[src/rtl/axi_lite_pkg.sv]
// Shared AXI-Lite definitions: response codes, register offsets of the
// accelerator register file, and the master FSM state encoding.
package axi_lite_pkg;

    localparam logic [1:0] RESP_OKAY   = 2'b00;
    localparam logic [1:0] RESP_EXOKAY = 2'b01;
    localparam logic [1:0] RESP_SLVERR = 2'b10;
    localparam logic [1:0] RESP_DECERR = 2'b11;

    localparam logic [31:0] REG0 = 32'h0000_0000;
    localparam logic [31:0] REG1 = 32'h0000_0004;
    localparam logic [31:0] REG2 = 32'h0000_0008;
    localparam logic [31:0] REG3 = 32'h0000_000C;
    localparam logic [31:0] REG4 = 32'h0000_0010;
    localparam logic [31:0] REG5 = 32'h0000_0014;

    typedef enum logic [2:0] {
        IDLE    = 3'd0,
        WR_REQ  = 3'd1,
        WR_RESP = 3'd2,
        RD_REQ  = 3'd3,
        RD_RESP = 3'd4,
        RSP     = 3'd5
    } master_state_t;

endpackage

[src/rtl/axi_lite_master.sv]
// AXI-Lite initiator: one single-beat read or write at a time, driven by a
// CMD valid/ready request and answered by a buffered RSP valid/ready response.
//
// Handshake rule on every channel (CMD, RSP, AW, W, B, AR, R): a transfer
// happens on the rising ACLK edge where VALID and READY are both high. VALID
// is decoded from registered state only (never from READY) and, once high,
// holds with a stable payload until that transfer edge.
module axi_lite_master
    import axi_lite_pkg::*;
#(
    parameter int ADDR_WIDTH = 32,
    parameter int DATA_WIDTH = 32
) (
    input  logic                    ACLK,
    input  logic                    ARESETN,
    // command from requester
    input  logic                    CMD_VALID,
    output logic                    CMD_READY,
    input  logic                    CMD_WRITE,
    input  logic [ADDR_WIDTH-1:0]   CMD_ADDR,
    input  logic [DATA_WIDTH-1:0]   CMD_WDATA,
    // response to requester
    output logic                    RSP_VALID,
    input  logic                    RSP_READY,
    output logic [DATA_WIDTH-1:0]   RSP_RDATA,
    output logic [1:0]              RSP_RESP,
    output logic                    RSP_ERR,
    // write address channel
    output logic [ADDR_WIDTH-1:0]   AWADDR,
    output logic [2:0]              AWPROT,
    output logic                    AWVALID,
    input  logic                    AWREADY,
    // write data channel
    output logic [DATA_WIDTH-1:0]   WDATA,
    output logic [DATA_WIDTH/8-1:0] WSTRB,
    output logic                    WVALID,
    input  logic                    WREADY,
    // write response channel
    input  logic [1:0]              BRESP,
    input  logic                    BVALID,
    output logic                    BREADY,
    // read address channel
    output logic [ADDR_WIDTH-1:0]   ARADDR,
    output logic [2:0]              ARPROT,
    output logic                    ARVALID,
    input  logic                    ARREADY,
    // read data channel
    input  logic [DATA_WIDTH-1:0]   RDATA,
    input  logic [1:0]              RRESP,
    input  logic                    RVALID,
    output logic                    RREADY,
    // observability
    output master_state_t           DBG_STATE
);

    master_state_t state_q, state_d;
    logic          aw_done, w_done;
    logic          cmd_hs, aw_hs, w_hs;

    assign cmd_hs = CMD_VALID & CMD_READY;
    assign aw_hs  = AWVALID & AWREADY;
    assign w_hs   = WVALID & WREADY;

    // Handshake outputs are pure decodes of state and the done flags.
    assign CMD_READY = (state_q == IDLE);
    assign AWVALID   = (state_q == WR_REQ) & ~aw_done;
    assign WVALID    = (state_q == WR_REQ) & ~w_done;
    assign BREADY    = (state_q == WR_RESP);
    assign ARVALID   = (state_q == RD_REQ);
    assign RREADY    = (state_q == RD_RESP);
    assign RSP_VALID = (state_q == RSP);
    assign RSP_ERR   = RSP_RESP[1];
    assign WSTRB     = '1;
    assign AWPROT    = 3'b000;
    assign ARPROT    = 3'b000;
    assign DBG_STATE = state_q;

    // State register.
    always_ff @(posedge ACLK or negedge ARESETN) begin
        if (!ARESETN) state_q <= IDLE;
        else          state_q <= state_d;
    end

    // Next state; a handshake completing this cycle counts as done so that
    // AW/W finishing together (or the second one finishing) moves on at once.
    always_comb begin
        state_d = state_q;
        case (state_q)
            IDLE:    if (cmd_hs) state_d = CMD_WRITE ? WR_REQ : RD_REQ;
            WR_REQ:  if ((aw_done | aw_hs) & (w_done | w_hs)) state_d = WR_RESP;
            WR_RESP: if (BVALID) state_d = RSP;
            RD_REQ:  if (ARREADY) state_d = RD_RESP;
            RD_RESP: if (RVALID) state_d = RSP;
            RSP:     if (RSP_READY) state_d = IDLE;
            default: state_d = IDLE;
        endcase
    end

    // Per-channel completion flags for the write request phase.
    always_ff @(posedge ACLK or negedge ARESETN) begin
        if (!ARESETN) begin
            aw_done <= 1'b0;
            w_done  <= 1'b0;
        end else if (cmd_hs) begin
            aw_done <= 1'b0;
            w_done  <= 1'b0;
        end else if (state_q == WR_REQ) begin
            if (aw_hs) aw_done <= 1'b1;
            if (w_hs)  w_done  <= 1'b1;
        end
    end

    // AXI request payload registers, loaded when a command is accepted.
    always_ff @(posedge ACLK or negedge ARESETN) begin
        if (!ARESETN) begin
            AWADDR <= '0;
            WDATA  <= '0;
            ARADDR <= '0;
        end else if (cmd_hs) begin
            if (CMD_WRITE) begin
                AWADDR <= CMD_ADDR;
                WDATA  <= CMD_WDATA;
            end else begin
                ARADDR <= CMD_ADDR;
            end
        end
    end

    // Response capture register, held stable through the RSP state.
    always_ff @(posedge ACLK or negedge ARESETN) begin
        if (!ARESETN) begin
            RSP_RDATA <= '0;
            RSP_RESP  <= RESP_OKAY;
        end else if (state_q == WR_RESP && BVALID) begin
            RSP_RDATA <= '0;
            RSP_RESP  <= BRESP;
        end else if (state_q == RD_RESP && RVALID) begin
            RSP_RDATA <= RDATA;
            RSP_RESP  <= RRESP;
        end
    end

endmodule
[config.mk]
export PLATFORM = sky130hd
export DESIGN_NAME = axi_lite_master
export DESIGN_NICKNAME = d
export VERILOG_FILES = /design/src/rtl/axi_lite_pkg.sv /design/src/rtl/axi_lite_master.sv
export SDC_FILE = /design/constraint.sdc
export NUM_CORES = 1
export LEC_CHECK = 0
export BUFFER_PORTS_ARGS = -buffer_cell sky130_fd_sc_hd__buf_2
export CAP_MARGIN = 20
export CORE_ASPECT_RATIO = 0.9
export CORE_UTILIZATION = 50
export DETAILED_ROUTE_END_ITERATION = 10
export PLACE_DENSITY = 0.86
export SLEW_MARGIN = 20
export SYNTH_ARGS = -nofsm -noshare
export SYNTH_HDL_FRONTEND = slang
export SYNTH_SLANG_ARGS = --single-unit
[constraint.sdc]
create_clock -name ACLK -period 4.75 [get_ports ACLK]
set_input_delay 0.475 -clock ACLK [delete_from_list [all_inputs] [get_ports ACLK]]
set_output_delay 0.475 -clock ACLK [all_outputs]
set_load 0.005 [all_outputs]
==> flow_metrics.py <==
metrics = {
    "floorplanning": {
        "die_width_um": 114,
        "top_level_ports": 261,
        "start_util": 0.516,
        "fp.dieH_um": 102,
        "coreArea_mm2": 0.0109,
        "floorplan.die_area_mm2": 0.0116,
        "rows": 36,
    },
    "placement": {
        "finalWeightedCongestion": 0.823,
        "place_hpwl_um": 8880,
        "port-buffer-count": 250,
        "dp_cells": 727,
    },
    "synth": {
        "synth_area_mm2": 0.00561,
        "synth_ff_type": "sky130_fd_sc_hd__dfrtp_1",
        "synth.yosys.seq_area_share": 0.603,
        "syn_avg_cell_area_um2": 16.2,
        "synth.top_cell.area_share": 0.603,
        "ys_top_cells_by_area": "sky130_fd_sc_hd__dfrtp_1, sky130_fd_sc_hd__mux2_4, sky130_fd_sc_hd__mux2_2",
        "yosys_warnings": 0,
        "top_count_cell_post_synth": "sky130_fd_sc_hd__dfrtp_1",
        "netlist_instances": 346,
        "number_of_enable_type_register_cells_in_the_synthesized_netlist": 0,
        "synth.ff_latch_count": 135,
        "yosys.cell_types.count": 32,
        "ranking_of_synthesized_cells_by_instance_count": "sky130_fd_sc_hd__dfrtp_1, sky130_fd_sc_hd__mux2_4, sky130_fd_sc_hd__mux2_2",
        "synthDominantAreaCellType": "sky130_fd_sc_hd__dfrtp_1",
        "post_synth_arst_share": 1.00,
    },
    "timing": {
        "setup_violations": 0,
        "layout_worst_path_cycle_share": 0.555,
        "timing.max_slew.rel_slack": 0.340,
        "worst_clk_skew_ns": 0.00860,
        "fin_setup_tns_ns": 0,
        "fin_crit_ns": 2.63,
        "hold_slack_ns": 0.120,
        "hold_viol": 0,
        "grt_setup_unrepaired": "no",
        "timing_max_transition_violations_final": 0,
        "worst_tran_pin_value_ns": 0.990,
        "fmax_mhz": 380,
    },
    "flow_run": {
        "maxCapViolations": 0,
    },
    "drt": {
        "drt-initial-drc-count": 133,
        "wl_per_cell_um": 17.1,
        "detailedRoute.firstPassIterationCount": 4,
        "dr_total_vias": 3773,
        "drc": 0,
        "postRouteAntennaNets": 0,
        "detail_route.wirelength_um": 13000,
        "detail_route.vias_per_cell": 4.98,
    },
    "clock_tree": {
        "cts_root_buffer": "sky130_fd_sc_hd__clkbuf_16",
        "path_clk_slew_ns": 0.06,
        "cts_repair_resize_count": 0,
        "clk-insertion-delay-late_ns": 0.41,
        "clock_sinks": 135,
        "hold_fix_buffers_at_cts": 0,
        "cts_buffers": 17,
        "cts_htree_levels": 4,
        "cts_tree": "yes",
        "clock_path_buffers": 2,
        "postCtsSetupRepairBufs": 0,
    },
    "power": {
        "power_frac_comb": 0.334,
        "netSwitchingPower_mw": 1.44,
        "clockPowerShare": 0.256,
        "vdd_drop_max_mv": 0.322,
        "total_leakage_power_nw": 3.87,
        "power.density_mw_per_mm2": 670,
        "p_sw_frac": 0.291,
        "sequentialPowerShare": 0.410,
        "p_int_mw": 3.50,
    },
    "setup_path": {
        "crit_family": "simple AND/OR/NAND/NOR gates",
        "critical_path_cell_count": 4,
        "rrSetupSlack_ns": 2.12,
        "cp_startpoint_kind": "register",
        "worstReg2RegStart": "DBG_STATE[0]",
        "reg2reg_to": "AWADDR[10]",
        "critPathBufInv": 1,
        "cp_max_fo": 41,
        "endpoint_kind": "register",
        "crit_required_ns": 5.04,
        "worst_path_largest_cell_delay_ns": 0.75,
        "cp_cell_sequence": "nor3_4, and3_4, buf_4, mux2_4",
        "r2r.worst_path.cells": 4,
        "critPathKind": "reg2reg",
        "cp.arrival_ns": 2.92,
        "slowest_stage": "sky130_fd_sc_hd__and3_4",
    },
    "global_route": {
        "initial_antenna_violation_count": 0,
        "global_route_wire_length_before_repair_um": 19700,
        "vias_in_the_first_global_route": 3793,
        "maximum_number_of_pins_on_one_net_before_global_route_repair": 63,
        "globalRoute.totalOverflow": 0,
        "track_usage": 0.228,
    },
    "min_path": {
        "min_path_type": "in2async",
    },
    "finish": {
        "nNetsFinal": 704,
        "num_antenna_cells": 0,
        "drive_gt1_frac": 0.635,
        "flow.area_growth_from_synthesis_pct": 31.3,
        "postLayoutCoreUtil": 0.678,
        "fillerInstances": 762,
        "layoutNonFillerInstCount": 758,
    },
    "run_status": {
        "outcome": "finished, final reports clean",
    },
}
[flip-flops by register name, summed over array words and instances, names as in the netlist]
register / cells
RSP_RDATA: 32
DBG_STATE: 3
ARADDR: 32
w_done: 1
WDATA: 32
AWADDR: 32
RSP_RESP: 2
aw_done: 1
[layout make-up]
cell class	instances	area [µm²]	share of cell area
flip-flops and latches	135	3380	0.459
multi-input cells	184	1930	0.263
repair buffers	253	1280	0.173
clock buffers	21	470	0.0639
well taps	152	190	0.0258
clock inverters	10	103	0.0139
inverters	3	11.3	0.00153
[per-stage QoR]
stage | power (mW) | setup WS, ns | instance area, µm²
floorplan | 2.94 | 3.14 | 5640
global placement | 3.58 | 2.24 | 6790
detailed placement | 3.67 | 2.14 | 6790
CTS | 4.98 | 2.13 | 7360
global route | 5.21 | 2.01 | 7360
finish | 4.94 | 2.12 | 7360
[kinds of logic (layout without fill, tap and decap cells)]
group / after synthesis / after routing / share of synthesized area
flip-flops: 135 / 135 / 0.603
AO/OA/AOI/OAI: 51 / 51 / 0.0710
buffers and inverters: 35 / 287 / 0.0578
AND/OR/NAND/NOR: 25 / 25 / 0.0304
multiplexers: 98 / 98 / 0.237
other: 2 / 10 / 0.00134
[worst max-delay path by stage]
stage | from | end | slack, ns
detailed placement | DBG_STATE[0] | AWADDR[29] | 2.14
global placement | DBG_STATE[0] | AWADDR[26] | 2.24
CTS | DBG_STATE[0] | AWADDR[10] | 2.13
floorplan | DBG_STATE[0] | AWADDR[0] | 3.14
global route | DBG_STATE[0] | AWADDR[10] | 2.01
finish | DBG_STATE[0] | AWADDR[10] | 2.12
[routing by layer]
metal  wire length, µm  global-route usage  vias up
met5                 0                   0        -
met1              5110               0.259     1847
met2              6690               0.401      187
met4               225              0.0951        0
li1                  -                   -     1718
met3               951              0.0718       21
[power groups by stage]
stage / registers, mW / clock network [mW] / logic (mW)
CTS: 2.02 / 1.29 / 1.67
floorplan: 2.00 / 0 / 0.932
global placement: 1.98 / 0 / 1.60
global route: 2.08 / 1.34 / 1.79
finish: 2.02 / 1.26 / 1.65
detailed placement: 2.02 / 0 / 1.65
[cells in the final DEF, fill, tap and decap left out, types with 2 or more instances in the layout]
| cell type | synthesis | routed |
|---|---|---|
| sky130_fd_sc_hd__nand3b_1 | 3 | 3 |
| sky130_fd_sc_hd__mux2_4 | 60 | 60 |
| sky130_fd_sc_hd__a22oi_1 | 2 | 2 |
| sky130_fd_sc_hd__o22a_1 | 2 | 2 |
| sky130_fd_sc_hd__dfrtp_1 | 135 | 135 |
| sky130_fd_sc_hd__mux2_2 | 37 | 37 |
| sky130_fd_sc_hd__clkbuf_16 | 0 | 17 |
| sky130_fd_sc_hd__a22o_1 | 32 | 32 |
| sky130_fd_sc_hd__o21ai_0 | 2 | 2 |
| sky130_fd_sc_hd__clkbuf_8 | 0 | 3 |
| sky130_fd_sc_hd__inv_1 | 3 | 3 |
| sky130_fd_sc_hd__buf_4 | 12 | 4 |
| sky130_fd_sc_hd__clkinv_2 | 0 | 7 |
| sky130_fd_sc_hd__bufinv_16 | 0 | 2 |
| sky130_fd_sc_hd__nand2b_1 | 3 | 3 |
| sky130_fd_sc_hd__a21oi_1 | 10 | 10 |
| sky130_fd_sc_hd__buf_2 | 9 | 249 |
| sky130_fd_sc_hd__nor2_1 | 9 | 9 |
| sky130_fd_sc_hd__conb_1 | 2 | 10 |
Power figures use the tool's default switching activity.
